**src/rtl/move_scheduler.sv**
```systemverilog
// Paced movement command scheduler: manual d-pad FIFO or autonomous requests, one command per tick.
// Optional feature macro MOVE_AUTOREPEAT_EN: a direction held alone re-pushes every REPEAT_TICKS ticks.
module move_scheduler #(
  parameter int TICK_DIV     = 12_500_000,
  parameter int FIFO_DEPTH   = 4,
  parameter int REPEAT_TICKS = 2
) (
  input  logic                          clock_50,
  input  logic                          reset_key,
  input  logic                          mode,
  input  logic                          btn_up,
  input  logic                          btn_down,
  input  logic                          btn_left,
  input  logic                          btn_right,
  input  logic                          btn_start,
  input  logic                          auto_req_valid,
  input  logic [1:0]                    auto_req_dir,
  output logic                          auto_req_ready,
  output logic                          cmd_valid,
  output logic [1:0]                    cmd_dir,
  input  logic                          cmd_ready,
  output logic                          paused,
  output logic [$clog2(FIFO_DEPTH):0]   fifo_count,
  output logic                          overflow,
  output logic [15:0]                   move_count
);
  localparam int TW = (TICK_DIV > 1) ? $clog2(TICK_DIV) : 1;
  localparam int AW = $clog2(FIFO_DEPTH);
  localparam logic [TW-1:0] TICK_LAST = TW'(TICK_DIV - 1);
  localparam logic [AW:0]   FULL_CNT  = (AW+1)'(FIFO_DEPTH);

  typedef enum logic {S_IDLE, S_ISSUE} state_t;

  state_t        state_q;
  logic [TW-1:0] tick_cnt_q, tick_cnt_d;
  logic          tick_pending_q;
  logic [3:0]    btn_q;
  logic          start_q, mode_q, paused_q, overflow_q, cmd_valid_q;
  logic [1:0]    cmd_dir_q;
  logic [15:0]   move_count_q;
  logic [AW-1:0] wr_ptr_q, wr_ptr_d, rd_ptr_q, rd_ptr_d;
  logic [AW:0]   count_q, count_d;
  logic [1:0]    mem_q [FIFO_DEPTH];

  logic [3:0] btn_lvl, btn_rise, push_sel;
  logic       tick_wrap, tick_now, idle_go, mode_chg, pop, load_auto;
  logic       push_req, push_ok, push_drop;
  logic [1:0] push_dir;

  assign btn_lvl    = {btn_right, btn_left, btn_down, btn_up};
  assign btn_rise   = btn_lvl & ~btn_q;
  assign tick_wrap  = (tick_cnt_q == TICK_LAST);
  assign tick_cnt_d = tick_wrap ? '0 : tick_cnt_q + TW'(1);
  // A wrap seen while IDLE loads in the same cycle, so cmd_valid rises one cycle after the wrap.
  assign tick_now   = tick_pending_q | tick_wrap;
  assign idle_go    = (state_q == S_IDLE) & tick_now & ~paused_q;
  assign mode_chg   = mode ^ mode_q;
  assign pop        = idle_go & ~mode & (count_q != '0);
  assign load_auto  = idle_go & mode & auto_req_valid;
  assign auto_req_ready = reset_key & idle_go & mode;

`ifdef MOVE_AUTOREPEAT_EN
  localparam int RW = (REPEAT_TICKS > 1) ? $clog2(REPEAT_TICKS) : 1;
  localparam logic [RW-1:0] RPT_LAST = RW'(REPEAT_TICKS - 1);
  logic [RW-1:0] rpt_cnt_q [4];
  logic [3:0]    held_alone, rpt_hit;

  always_comb begin
    for (int i = 0; i < 4; i++) begin
      held_alone[i] = (btn_lvl == (4'b0001 << i));
      rpt_hit[i]    = held_alone[i] & ~(|btn_rise) & tick_wrap & (rpt_cnt_q[i] == RPT_LAST);
    end
  end

  always_ff @(posedge clock_50 or negedge reset_key) begin
    if (!reset_key) begin
      for (int i = 0; i < 4; i++) rpt_cnt_q[i] <= '0;
    end else begin
      for (int i = 0; i < 4; i++) begin
        if (!held_alone[i] || (|btn_rise)) rpt_cnt_q[i] <= '0;
        else if (tick_wrap) rpt_cnt_q[i] <= rpt_hit[i] ? '0 : rpt_cnt_q[i] + RW'(1);
      end
    end
  end
`else
  logic [3:0] rpt_hit;
  assign rpt_hit = 4'b0000;
`endif

  // Fresh edges outrank repeats; among candidates the lowest direction code wins.
  assign push_sel = (|btn_rise) ? btn_rise : rpt_hit;

  always_comb begin
    push_req = 1'b0;
    push_dir = 2'd0;
    for (int i = 3; i >= 0; i--) begin
      if (push_sel[i]) begin
        push_req = 1'b1;
        push_dir = 2'(i);
      end
    end
  end

  assign push_ok   = push_req & ~mode & ~mode_chg & ((count_q != FULL_CNT) | pop);
  assign push_drop = push_req & ~mode & ~mode_chg & (count_q == FULL_CNT) & ~pop;

  always_comb begin
    wr_ptr_d = wr_ptr_q;
    rd_ptr_d = rd_ptr_q;
    count_d  = count_q;
    if (mode_chg) begin
      wr_ptr_d = '0;
      rd_ptr_d = '0;
      count_d  = '0;
    end else begin
      if (push_ok) wr_ptr_d = wr_ptr_q + AW'(1);
      if (pop)     rd_ptr_d = rd_ptr_q + AW'(1);
      if (push_ok && !pop)      count_d = count_q + (AW+1)'(1);
      else if (pop && !push_ok) count_d = count_q - (AW+1)'(1);
    end
  end

  always_ff @(posedge clock_50) begin
    if (push_ok) mem_q[wr_ptr_q] <= push_dir;
  end

  always_ff @(posedge clock_50 or negedge reset_key) begin
    if (!reset_key) begin
      tick_cnt_q     <= '0;
      tick_pending_q <= 1'b0;
      btn_q          <= '0;
      start_q        <= 1'b0;
      mode_q         <= 1'b0;
      paused_q       <= 1'b0;
      overflow_q     <= 1'b0;
      wr_ptr_q       <= '0;
      rd_ptr_q       <= '0;
      count_q        <= '0;
    end else begin
      tick_cnt_q <= tick_cnt_d;
      if (pop || load_auto) tick_pending_q <= 1'b0;
      else if (tick_wrap)   tick_pending_q <= 1'b1;
      btn_q   <= btn_lvl;
      start_q <= btn_start;
      mode_q  <= mode;
      if (btn_start && !start_q) paused_q <= ~paused_q;
      if (push_drop) overflow_q <= 1'b1;
      wr_ptr_q <= wr_ptr_d;
      rd_ptr_q <= rd_ptr_d;
      count_q  <= count_d;
    end
  end

  always_ff @(posedge clock_50 or negedge reset_key) begin
    if (!reset_key) begin
      state_q      <= S_IDLE;
      cmd_valid_q  <= 1'b0;
      cmd_dir_q    <= 2'd0;
      move_count_q <= 16'd0;
    end else begin
      case (state_q)
        S_IDLE: begin
          if (pop) begin
            cmd_dir_q   <= mem_q[rd_ptr_q];
            cmd_valid_q <= 1'b1;
            state_q     <= S_ISSUE;
          end else if (load_auto) begin
            cmd_dir_q   <= auto_req_dir;
            cmd_valid_q <= 1'b1;
            state_q     <= S_ISSUE;
          end
        end
        S_ISSUE: begin
          if (cmd_ready) begin
            cmd_valid_q  <= 1'b0;
            move_count_q <= move_count_q + 16'd1;
            state_q      <= S_IDLE;
          end
        end
        default: state_q <= S_IDLE;
      endcase
    end
  end

  assign cmd_valid  = cmd_valid_q;
  assign cmd_dir    = cmd_dir_q;
  assign paused     = paused_q;
  assign fifo_count = count_q;
  assign overflow   = overflow_q;
  assign move_count = move_count_q;

endmodule

```
**config.mk**
```make
export PLATFORM = sky130hd
export DESIGN_NAME = move_scheduler
export DESIGN_NICKNAME = d
export VERILOG_FILES = /design/src/rtl/move_scheduler.sv
export SDC_FILE = /design/constraint.sdc
export NUM_CORES = 1
export LEC_CHECK = 0
export ABC_AREA = 1
export CORE_MARGIN = 8
export CORE_UTILIZATION = 29
export DETAILED_ROUTE_END_ITERATION = 10
export GPL_TIMING_DRIVEN = 0
export PLACE_DENSITY = 0.59
export SYNTH_ARGS = -nofsm -noshare
export SYNTH_HDL_FRONTEND = slang
export SYNTH_SLANG_ARGS = --single-unit
```
**constraint.sdc**
```tcl
create_clock -name clock_50 -period 3.35 [get_ports clock_50]
set_clock_uncertainty 0.15 [all_clocks]
set_input_delay 0.335 -clock clock_50 [delete_from_list [all_inputs] [get_ports clock_50]]
set_output_delay 0.335 -clock clock_50 [all_outputs]
set_load 0.1 [all_outputs]
```
==> impl_metrics.py, run 1 <==
metrics = {
    "outcome": {
        "outcome": "finished clean",
    },
    "routing": {
        "postRouteAntennaNets": 0,
        "drt-initial-drc-count": 136,
        "viasPerCell": 4.39,
        "firstDrtPassIters": 4,
        "num_vias": 2586,
        "routedWlPerCell_um": 11.8,
        "wl_mm": 6.95,
        "drc": 0,
    },
    "place": {
        "gp_congestion": 0.834,
        "dp_slack_ns": 0.154,
        "dp_hpwl_mm": 5.12,
        "numPortBuffers": 36,
    },
    "die": {
        "die_h_um": 125,
        "dieArea_sq_um": 15700,
        "dieWidth_um": 125,
        "core-area_sq_um": 11800,
        "io_pins": 37,
        "start_util": 0.292,
        "fp-row-count": 40,
    },
    "clock_tree": {
        "clock_latency_ns": 0.33,
        "cts.clk_slew.worst_paths_ns": 0.05,
        "cts_tree": "yes",
        "numCtsBuffers": 9,
        "cts_setup_buffers": 0,
        "clockBufferDepth": 2,
        "cts.sinks": 68,
        "htreeDepth": 3,
        "cts-root-buf": "clkbuf_16",
    },
    "setup_path": {
        "critPathTopFamily": "buffers and inverters",
        "end_kind": "output port",
        "cp_max_fo": 8,
        "cp_data_required_time_ns": 2.86,
        "max_stage_delay_ns": 0.46,
        "cpMaxStageDelayCell": "clkbuf_2",
        "start_kind": "register",
        "cp_num_buf_inv": 2,
        "crit_cells": 7,
        "worstRegToRegCells": 15,
        "path_cells": "ha_1 > nand3_2 > nor2_2 > nand3_4 > inv_1 > o2111a_1 > clkbuf_2",
        "critPathArrivalTime_ns": 2.37,
        "critPathKind": "reg -> out",
    },
    "logic_synthesis": {
        "muxShareOfSynthArea": 0,
        "synth.yosys.warnings": 0,
        "synthSimpleGateAreaFrac": 0.268,
        "syn_avg_cell_area_sq_um": 8.88,
        "synth_edf_count": 8,
        "synth_xor_area_frac": 0.0786,
        "synth_area_leader_cell": "dfrtp_1",
        "synth_adder_area_share": 0.0275,
        "synth_area_sq_um": 3450,
        "synth.yosys.seq_area_share": 0.504,
        "synth_compound_area_frac": 0.0489,
        "syn_nets": 408,
        "synth_cell_types": 37,
        "synth-async-reset-ratio": 0.882,
        "synthFlopType": "dfrtp_1",
        "yosys.area.top_type_share": 0.435,
        "synthTopCellsByArea": "dfrtp_1 (43%), nand2_1 (8.3%), edfxtp_1 (7.0%)",
        "synth-seq-cells": 68,
        "synth_top_family_by_area": "simple AND/OR/NAND/NOR gates",
        "synth_cells": 389,
    },
    "cells_and_area": {
        "antenna_cells": 0,
        "final_common_cell": "nand2_1",
        "layout_common_cells": "nand2_1 (76), dfrtp_1 (60), inv_1 (57)",
        "layout.nets": 456,
        "area_growth_syn_to_layout_pct": 25.6,
        "drive_gt1_frac": 0.118,
    },
    "sta": {
        "fmaxAchievable_mhz": 350,
        "relSlewSlack": 0.320,
        "layout_setup_ws_ns": 0.497,
        "final_hold_viol_count": 0,
        "drv_slew": 0,
        "period_share": 0.852,
        "setup_violations": 0,
        "period_needed_ns": 2.85,
        "tightest_slew_ns": 1.02,
        "fin_hold_ws_ns": 0.319,
        "grt_setup_unrepaired": "no",
    },
    "min_path": {
        "holdPathStages": 1,
        "hp-class": "reg -> reg",
    },
    "power": {
        "power_density_nw_per_um2": 644,
        "leakagePower_nw": 2.03,
        "vdd_drop_max_mv": 0.930,
    },
    "global_route": {
        "grt_max_degree": 62,
        "grt-ovfl-total": 0,
        "antenna_found_initial": 0,
        "grt_pass1_wl_mm": 12.3,
        "grt_pass1_vias": 2580,
        "grt.total_usage": 0.0964,
    },
    "job": {
        "max-cap-violations": 0,
    },
}
area by class of cell:
| type | count | area [sq um] |
|---|---|---|
| Multi-Input combinational cell | 256 | 1460 |
| Clock buffer | 13 | 270 |
| Buffer | 2 | 15.0 |
| Inverter | 63 | 236 |
| Sequential cell | 68 | 1740 |
| Fill cell | 1210 | 7470 |
| Timing Repair Buffer | 37 | 363 |
| Clock inverter | 3 | 66.3 |
| Tap cell | 147 | 184 |
report_power, final:
part	internal (mW)	switching, mW
Combinational	0.179	0.591
Clock	0.713	0.331
Sequential	0.914	0.0658
Total	1.81	0.988
flip-flops by register name, indices dropped and copies added (netlist names):
register	count
btn_q	4
tick_cnt_q	24
mem_q	8
fifo_count	3
paused	1
mode_q	1
cmd_dir	2
move_count	16
start_q	1
rd_ptr_q	2
cmd_valid	1
wr_ptr_q	2
overflow	1
tick_pending_q	1
state_q	1
path summary, 6_finish.rpt:
kind,end,from,slack [ns]
worst max-delay path,auto_req_ready,tick_cnt_q[0]$_DFF_PN0_,0.50
worst min-delay path,move_count[15]$_DFFE_PN0P_,move_count[15]$_DFFE_PN0P_,0.32
min in group asynchronous,cmd_dir[1]$_DFFE_PN0P_,reset_key,0.51
worst min register to register,move_count[15]$_DFFE_PN0P_,move_count[15]$_DFFE_PN0P_,0.32
worst max register to register,fifo_count[2]$_DFFE_PN0P_,tick_cnt_q[0]$_DFF_PN0_,0.63
max in group asynchronous,tick_cnt_q[20]$_DFF_PN0_,reset_key,2.04
synth_stat cells, types with 2 or more instances:
master,n
xor2_1,19
nand3_2,5
nand3_4,2
nor3b_1,2
nor2_2,9
nor4_1,6
nor2_1,50
ha_1,6
a21oi_1,7
inv_2,5
nand3_1,10
nor2_4,3
xnor2_1,12
a31oi_1,2
nand2_1,76
o21ai_0,13
nand2_2,7
o22ai_1,2
nor3_1,4
dfrtp_1,60
inv_1,57
nand4_1,10
edfxtp_1,8
repair_timing:
action,CTS,global route
cloned,0,0
hold endpoints to repair,60,0
resized for setup,1,2
setup endpoints to repair,1,1
hold buffers,1,0
layer usage:
layer / global-route usage / share of wire / vias up
li1: - / - / 1331
met4: 0.0358 / 0.012 / 0
met3: 0.0412 / 0.059 / 7
met5: 0 / 0 / -
met1: 0.117 / 0.48 / 1200
met2: 0.149 / 0.45 / 48
kinds of logic after synthesis:
group / count (synthesis)
AO/OA/AOI/OAI: 29
buffers and inverters: 65
flip-flops: 68
adder cells (fa/ha/maj): 7
XOR/XNOR: 31
AND/OR/NAND/NOR: 189
metrics by stage:
step | std cells | TNS (ns) | util | power (mW) | area [sq um]
6_report | 589 | 0 | 0.367 | 2.79 | 4340
5_1_grt | 589 | 0 | 0.367 | 2.92 | 4340
4_1_cts | 589 | 0 | 0.367 | 2.83 | 4340
3_5_place_dp | 572 | 0 | 0.338 | 1.77 | 4000
3_3_place_gp | 572 | -20.19 | 0.338 | 1.76 | 4000
2_1_floorplan | 389 | 0 | - | 1.56 | 3450
Note: power is estimated with default switching activity, not from simulation.
==> run 2: changes to the inputs <==
CORE_MARGIN = 4   (was 8)
CTS_BUF_LIST = sky130_fd_sc_hd__clkbuf_16   (was unset)
==> impl_metrics.py, run 2 (synthesis results as in run 1) <==
metrics = {
    "power": {
        "power_density_nw_per_um2": 605,
        "leakagePower_nw": 1.99,
        "vdd_drop_max_mv": 0.666,
    },
    "cells_and_area": {
        "final_common_cell": "nand2_1",
        "area_growth_syn_to_layout_pct": 23.4,
        "multi_input_area_sq_um": 1460,
        "finalCoreUtilization": 0.370,
        "n_fill_cell": 1177,
        "final_area_sq_um": 4260,
        "top_register": "tick_cnt_q",
        "regArea_sq_um": 1740,
        "largest_reg_flops": 24,
        "drive_gt1_frac": 0.118,
        "antenna_cells": 0,
        "layout.nets": 456,
        "layout_common_cells": "nand2_1 (76), dfrtp_1 (60), inv_1 (57)",
    },
    "clock_tree": {
        "cts.clk_slew.worst_paths_ns": 0.06,
        "clock_latency_ns": 0.33,
        "clockBufferDepth": 2,
        "cts-root-buf": "clkbuf_16",
        "htreeDepth": 3,
        "cts.sinks": 68,
        "numCtsBuffers": 9,
        "cts_tree": "yes",
    },
    "setup_path": {
        "critPathTopFamily": "buffers and inverters",
        "cp_num_buf_inv": 2,
        "cpMaxStageDelayCell": "clkbuf_2",
        "cp_data_required_time_ns": 2.86,
        "max_stage_delay_ns": 0.46,
        "end_kind": "output port",
        "path_cells": "ha_1 > nand3_2 > nor2_2 > nand3_4 > inv_1 > o2111a_1 > clkbuf_2",
        "critPathArrivalTime_ns": 2.34,
        "critPathKind": "reg -> out",
        "cp_max_fo": 8,
        "start_kind": "register",
    },
    "global_route": {
        "antenna_found_initial": 0,
        "grt_pass1_vias": 2618,
        "grt_max_degree": 62,
        "grt-ovfl-total": 0,
        "grt.total_usage": 0.112,
        "grt_pass1_wl_mm": 12.0,
    },
    "sta": {
        "period_share": 0.843,
        "final_hold_viol_count": 0,
        "tightest_slew_ns": 0.984,
        "fmaxAchievable_mhz": 354,
        "relSlewSlack": 0.342,
        "grt_setup_unrepaired": "no",
        "setup_violations": 0,
        "drv_slew": 0,
        "period_needed_ns": 2.83,
        "layout_setup_ws_ns": 0.524,
    },
    "place": {
        "dp_hpwl_mm": 5.12,
        "dpl_cell_area_sq_um": 3990,
        "dp_slack_ns": 0.184,
        "gp_congestion": 0.834,
        "numPortBuffers": 36,
    },
    "min_path": {
        "hp-class": "reg -> reg",
    },
    "routing": {
        "postRouteAntennaNets": 0,
        "num_vias": 2572,
        "firstDrtPassIters": 5,
        "wl_mm": 6.87,
        "viasPerCell": 4.40,
        "routedWlPerCell_um": 11.7,
        "drt-initial-drc-count": 147,
        "drc": 0,
    },
    "die": {
        "io_pins": 37,
        "dieWidth_um": 117,
        "start_util": 0.300,
        "dieArea_sq_um": 13700,
        "core-area_sq_um": 11500,
        "fp-row-count": 39,
        "die_h_um": 117,
    },
    "outcome": {
        "outcome": "finished clean",
    },
    "job": {
        "max-cap-violations": 0,
    },
}
-- run 2: cell count changes in the layout (fill, tap and decap cells not counted), sizes merged --
cell / before / now
bufinv: 2 / 0
clkbuf: 15 / 11
clkinv: 1 / 5
clkinvlp: 0 / 2
-- run 2: worst paths after layout --
| path | to | start | slack (ns) | depth (start not counted) |
|---|---|---|---|---|
| worst min register to register | move_count[15]$_DFFE_PN0P_ | move_count[15]$_DFFE_PN0P_ | 0.32 | 1 |
| worst max-delay path | auto_req_ready | tick_cnt_q[0]$_DFF_PN0_ | 0.52 | 7 |
| worst max register to register | fifo_count[2]$_DFFE_PN0P_ | tick_cnt_q[0]$_DFF_PN0_ | 0.62 | 14 |
| worst min-delay path | move_count[15]$_DFFE_PN0P_ | move_count[15]$_DFFE_PN0P_ | 0.32 | 1 |
| min in group asynchronous | tick_cnt_q[22]$_DFF_PN0_ | reset_key | 0.49 | 2 |
| max in group asynchronous | cmd_dir[1]$_DFFE_PN0P_ | reset_key | 2.05 | 2 |
-- run 2: final cells by class --
class,instances,share of cell area
clock inverter,7,0.00998
inverter,63,0.0555
clock buffer,9,0.0528
timing repair buffer,37,0.0851
tap,143,0.0420
sequential,68,0.409
multi-input combinational,256,0.343
buffer,2,0.00352
-- run 2: through the flow --
step	std cells	hold WS (ns)	setup TNS (ns)	total power, mW
after floorplan	389	-0.111	0	1.56
after global placement	568	0.308	-21.80	1.76
after detailed placement	568	0.308	0	1.76
after CTS	585	0.320	0	2.62
after global routing	585	0.323	0	2.71
final	585	0.319	0	2.58
-- run 2: power by group --
part,switching (mW),total [mW],internal (mW)
clock network,0.344,0.839,0.496
logic,0.587,0.766,0.178
registers,0.0630,0.976,0.913
total,0.994,2.58,1.59
-- run 2: routing by layer --
metal | part of all wire | vias up | wire length (um) | global-route usage
li1 | - | 1321 | - | -
met1 | 0.47 | 1211 | 3230 | 0.145
met2 | 0.48 | 35 | 3280 | 0.174
met3 | 0.040 | 5 | 278 | 0.0386
met4 | 0.012 | 0 | 81 | 0.0405
met5 | 0 | - | 0 | 0
-- run 2: repair_timing --
action | in CTS | in global routing
buffers inserted | 0 | 0
hold buffers | 1 | 0
setup endpoints to repair | 1 | 1
gates resized for setup | 1 | 2
endpoints found under the hold margin | 60 | 0
==> run 3: changes to the inputs <==
PLACE_DENSITY = 0.6   (was 0.59)
clock period = 2.5 ns   (was 3.35 ns; I/O delays follow)
==> impl_metrics.py, run 3 (synthesis results as in run 1) <==
metrics = {
    "routing": {
        "drt-initial-drc-count": 166,
        "wl_mm": 7.13,
        "num_vias": 2618,
        "firstDrtPassIters": 4,
        "viasPerCell": 4.44,
        "routedWlPerCell_um": 12.1,
        "postRouteAntennaNets": 0,
        "drc": 0,
    },
    "outcome": {
        "violations": "negative hold slack",
        "outcome": "finished with violations",
    },
    "place": {
        "numPortBuffers": 36,
        "dp_slack_ns": -0.621,
        "gp_congestion": 0.854,
        "dp_cells": 568,
        "dp_hpwl_mm": 5.14,
    },
    "die": {
        "dieArea_sq_um": 13700,
        "die_h_um": 117,
        "dieWidth_um": 117,
        "core-area_sq_um": 11500,
        "start_util": 0.300,
        "io_pins": 37,
        "fp-row-count": 39,
    },
    "setup_path": {
        "cp_data_required_time_ns": 2.61,
        "end_kind": "register",
        "critPathArrivalTime_ns": 2.54,
        "critPathKind": "reg -> reg",
        "cp_max_fo": 5,
        "start_kind": "register",
        "worstSetupStartpoint": "tick_cnt_q[0]$_DFF_PN0_",
        "worstReg2RegStart": "tick_cnt_q[0]$_DFF_PN0_",
    },
    "power": {
        "internal_power_mw": 2.14,
        "switching_share": 0.388,
        "p_sw_mw": 1.35,
        "leakagePower_nw": 2.02,
        "p_clk_frac": 0.324,
        "power_density_nw_per_um2": 801,
        "comb_power_share": 0.298,
        "seqPwrFrac": 0.378,
        "vdd_drop_max_mv": 0.879,
    },
    "global_route": {
        "grt_pass1_vias": 2687,
        "grt_max_degree": 62,
        "grt-ovfl-total": 0,
        "antenna_found_initial": 0,
        "grt_pass1_wl_mm": 12.4,
        "grt.total_usage": 0.114,
    },
    "clock_tree": {
        "htreeDepth": 3,
        "clockBufferDepth": 2,
        "numCtsBuffers": 9,
        "cts_tree": "yes",
        "clock_latency_ns": 0.33,
        "cts-root-buf": "clkbuf_16",
        "cts.clk_slew.worst_paths_ns": 0.06,
        "cts.sinks": 68,
    },
    "cells_and_area": {
        "top_register": "tick_cnt_q",
        "largest_reg_flops": 24,
        "final_common_cell": "nand2_1",
        "layout.cells.non_filler": 590,
        "drive_gt1_frac": 0.148,
        "area_growth_syn_to_layout_pct": 26.3,
        "antenna_cells": 0,
        "layout_common_cells": "nand2_1 (76), inv_1 (57), dfrtp_1 (56)",
        "layout.nets": 461,
    },
    "min_path": {
        "hp-class": "in -> async",
    },
    "sta": {
        "period_needed_ns": 2.43,
        "period_share": 0.973,
        "setup_violations": 0,
        "grt_setup_unrepaired": "yes",
        "fin_hold_ws_ns": -0.145,
        "relSlewSlack": 0.328,
        "layout_setup_ws_ns": 0.0679,
        "drv_slew": 0,
        "fmaxAchievable_mhz": 411,
        "tightest_slew_ns": 1.01,
        "setup_tns_ns": 0,
        "final_hold_viol_count": 60,
    },
    "job": {
        "max-cap-violations": 0,
    },
}
run 3: changes by cell type in the layout (fill, tap and decap cells not counted), sizes merged:
cell	before	now
buf	2	9
clkbuf	11	10
clkinv	5	6
clkinvlp	2	1
dlygate4sd3	1	0
run 3: critical path, stage by stage (launching register included):
cell and delay (ns):
dfrtp_1 0.42, ha_4 0.19, nand3_4 0.12, nor2_4 0.16, nand3_4 0.13, nand2_4 0.10, nand3_4 0.07, nand3_4 0.10
inv_4 0.05, fa_2 0.35, xnor2_2 0.20, nand4_1 0.12, nand2_1 0.08, nand2_1 0.05, nand2_1 0.06
run 3: power groups by stage:
stage	Clock (mW)	Sequential [mW]	Combinational (mW)
CTS	1.17	1.32	1.05
global placement	0	1.34	1.03
finish	1.13	1.32	1.04
global route	1.22	1.34	1.10
floorplan	0	1.87	0.231
detailed placement	0	1.34	1.03
run 3: repair_timing:
action / CTS / global route
pin swaps: 0 / 3
cloned: 0 / 0
hold endpoints to repair: 60 / 60
gates resized for setup: 12 / 3
setup buffers: 2 / 4
endpoints found under the setup margin: 2 / 2
run 3: final timing paths:
path                                               to  slack (ns)  cells past startpoint
min in group clock_50              btn_q[2]$_DFF_PN0_        0.24                      1
hold reg to reg            move_count[15]$_DFFE_PN0P_        0.32                      1
setup / recovery            fifo_count[2]$_DFFE_PN0P_        0.07                     14
hold / removal               tick_cnt_q[22]$_DFF_PN0_       -0.15                      1
setup reg to reg            fifo_count[2]$_DFFE_PN0P_        0.07                     14
max in group asynchronous   fifo_count[1]$_DFFE_PN0P_        1.75                      1
run 3: routing by layer:
metal,vias to the layer above,GRT usage,part of all wire
li1,1330,-,-
met1,1242,0.152,0.47
met2,39,0.184,0.48
met3,7,0.0334,0.040
met4,0,0.0275,0.0090
met5,-,0,0
run 3: stage by stage:
| step | hold WS [ns] | instance area [sq um] | power (mW) | util |
|---|---|---|---|---|
| after floorplan | -0.196 | 3460 | 2.10 | - |
| after global placement | 0.308 | 4000 | 2.36 | 0.348 |
| after detailed placement | 0.242 | 4000 | 2.37 | 0.347 |
| after CTS | -0.104 | 4320 | 3.54 | 0.375 |
| after global routing | -0.0661 | 4360 | 3.66 | 0.379 |
| final | -0.145 | 4360 | 3.49 | 0.379 |
run 3: layout make-up:
| class | count | area [sq um] |
|---|---|---|
| fill | 1161 | 7160 |
| sequential | 68 | 1750 |
| multi-input combinational | 256 | 1500 |
| timing repair buffer | 42 | 404 |
| inverter | 63 | 239 |
| clock buffer | 9 | 225 |
| tap | 143 | 179 |
| clock inverter | 7 | 43.8 |
| buffer | 2 | 15.0 |
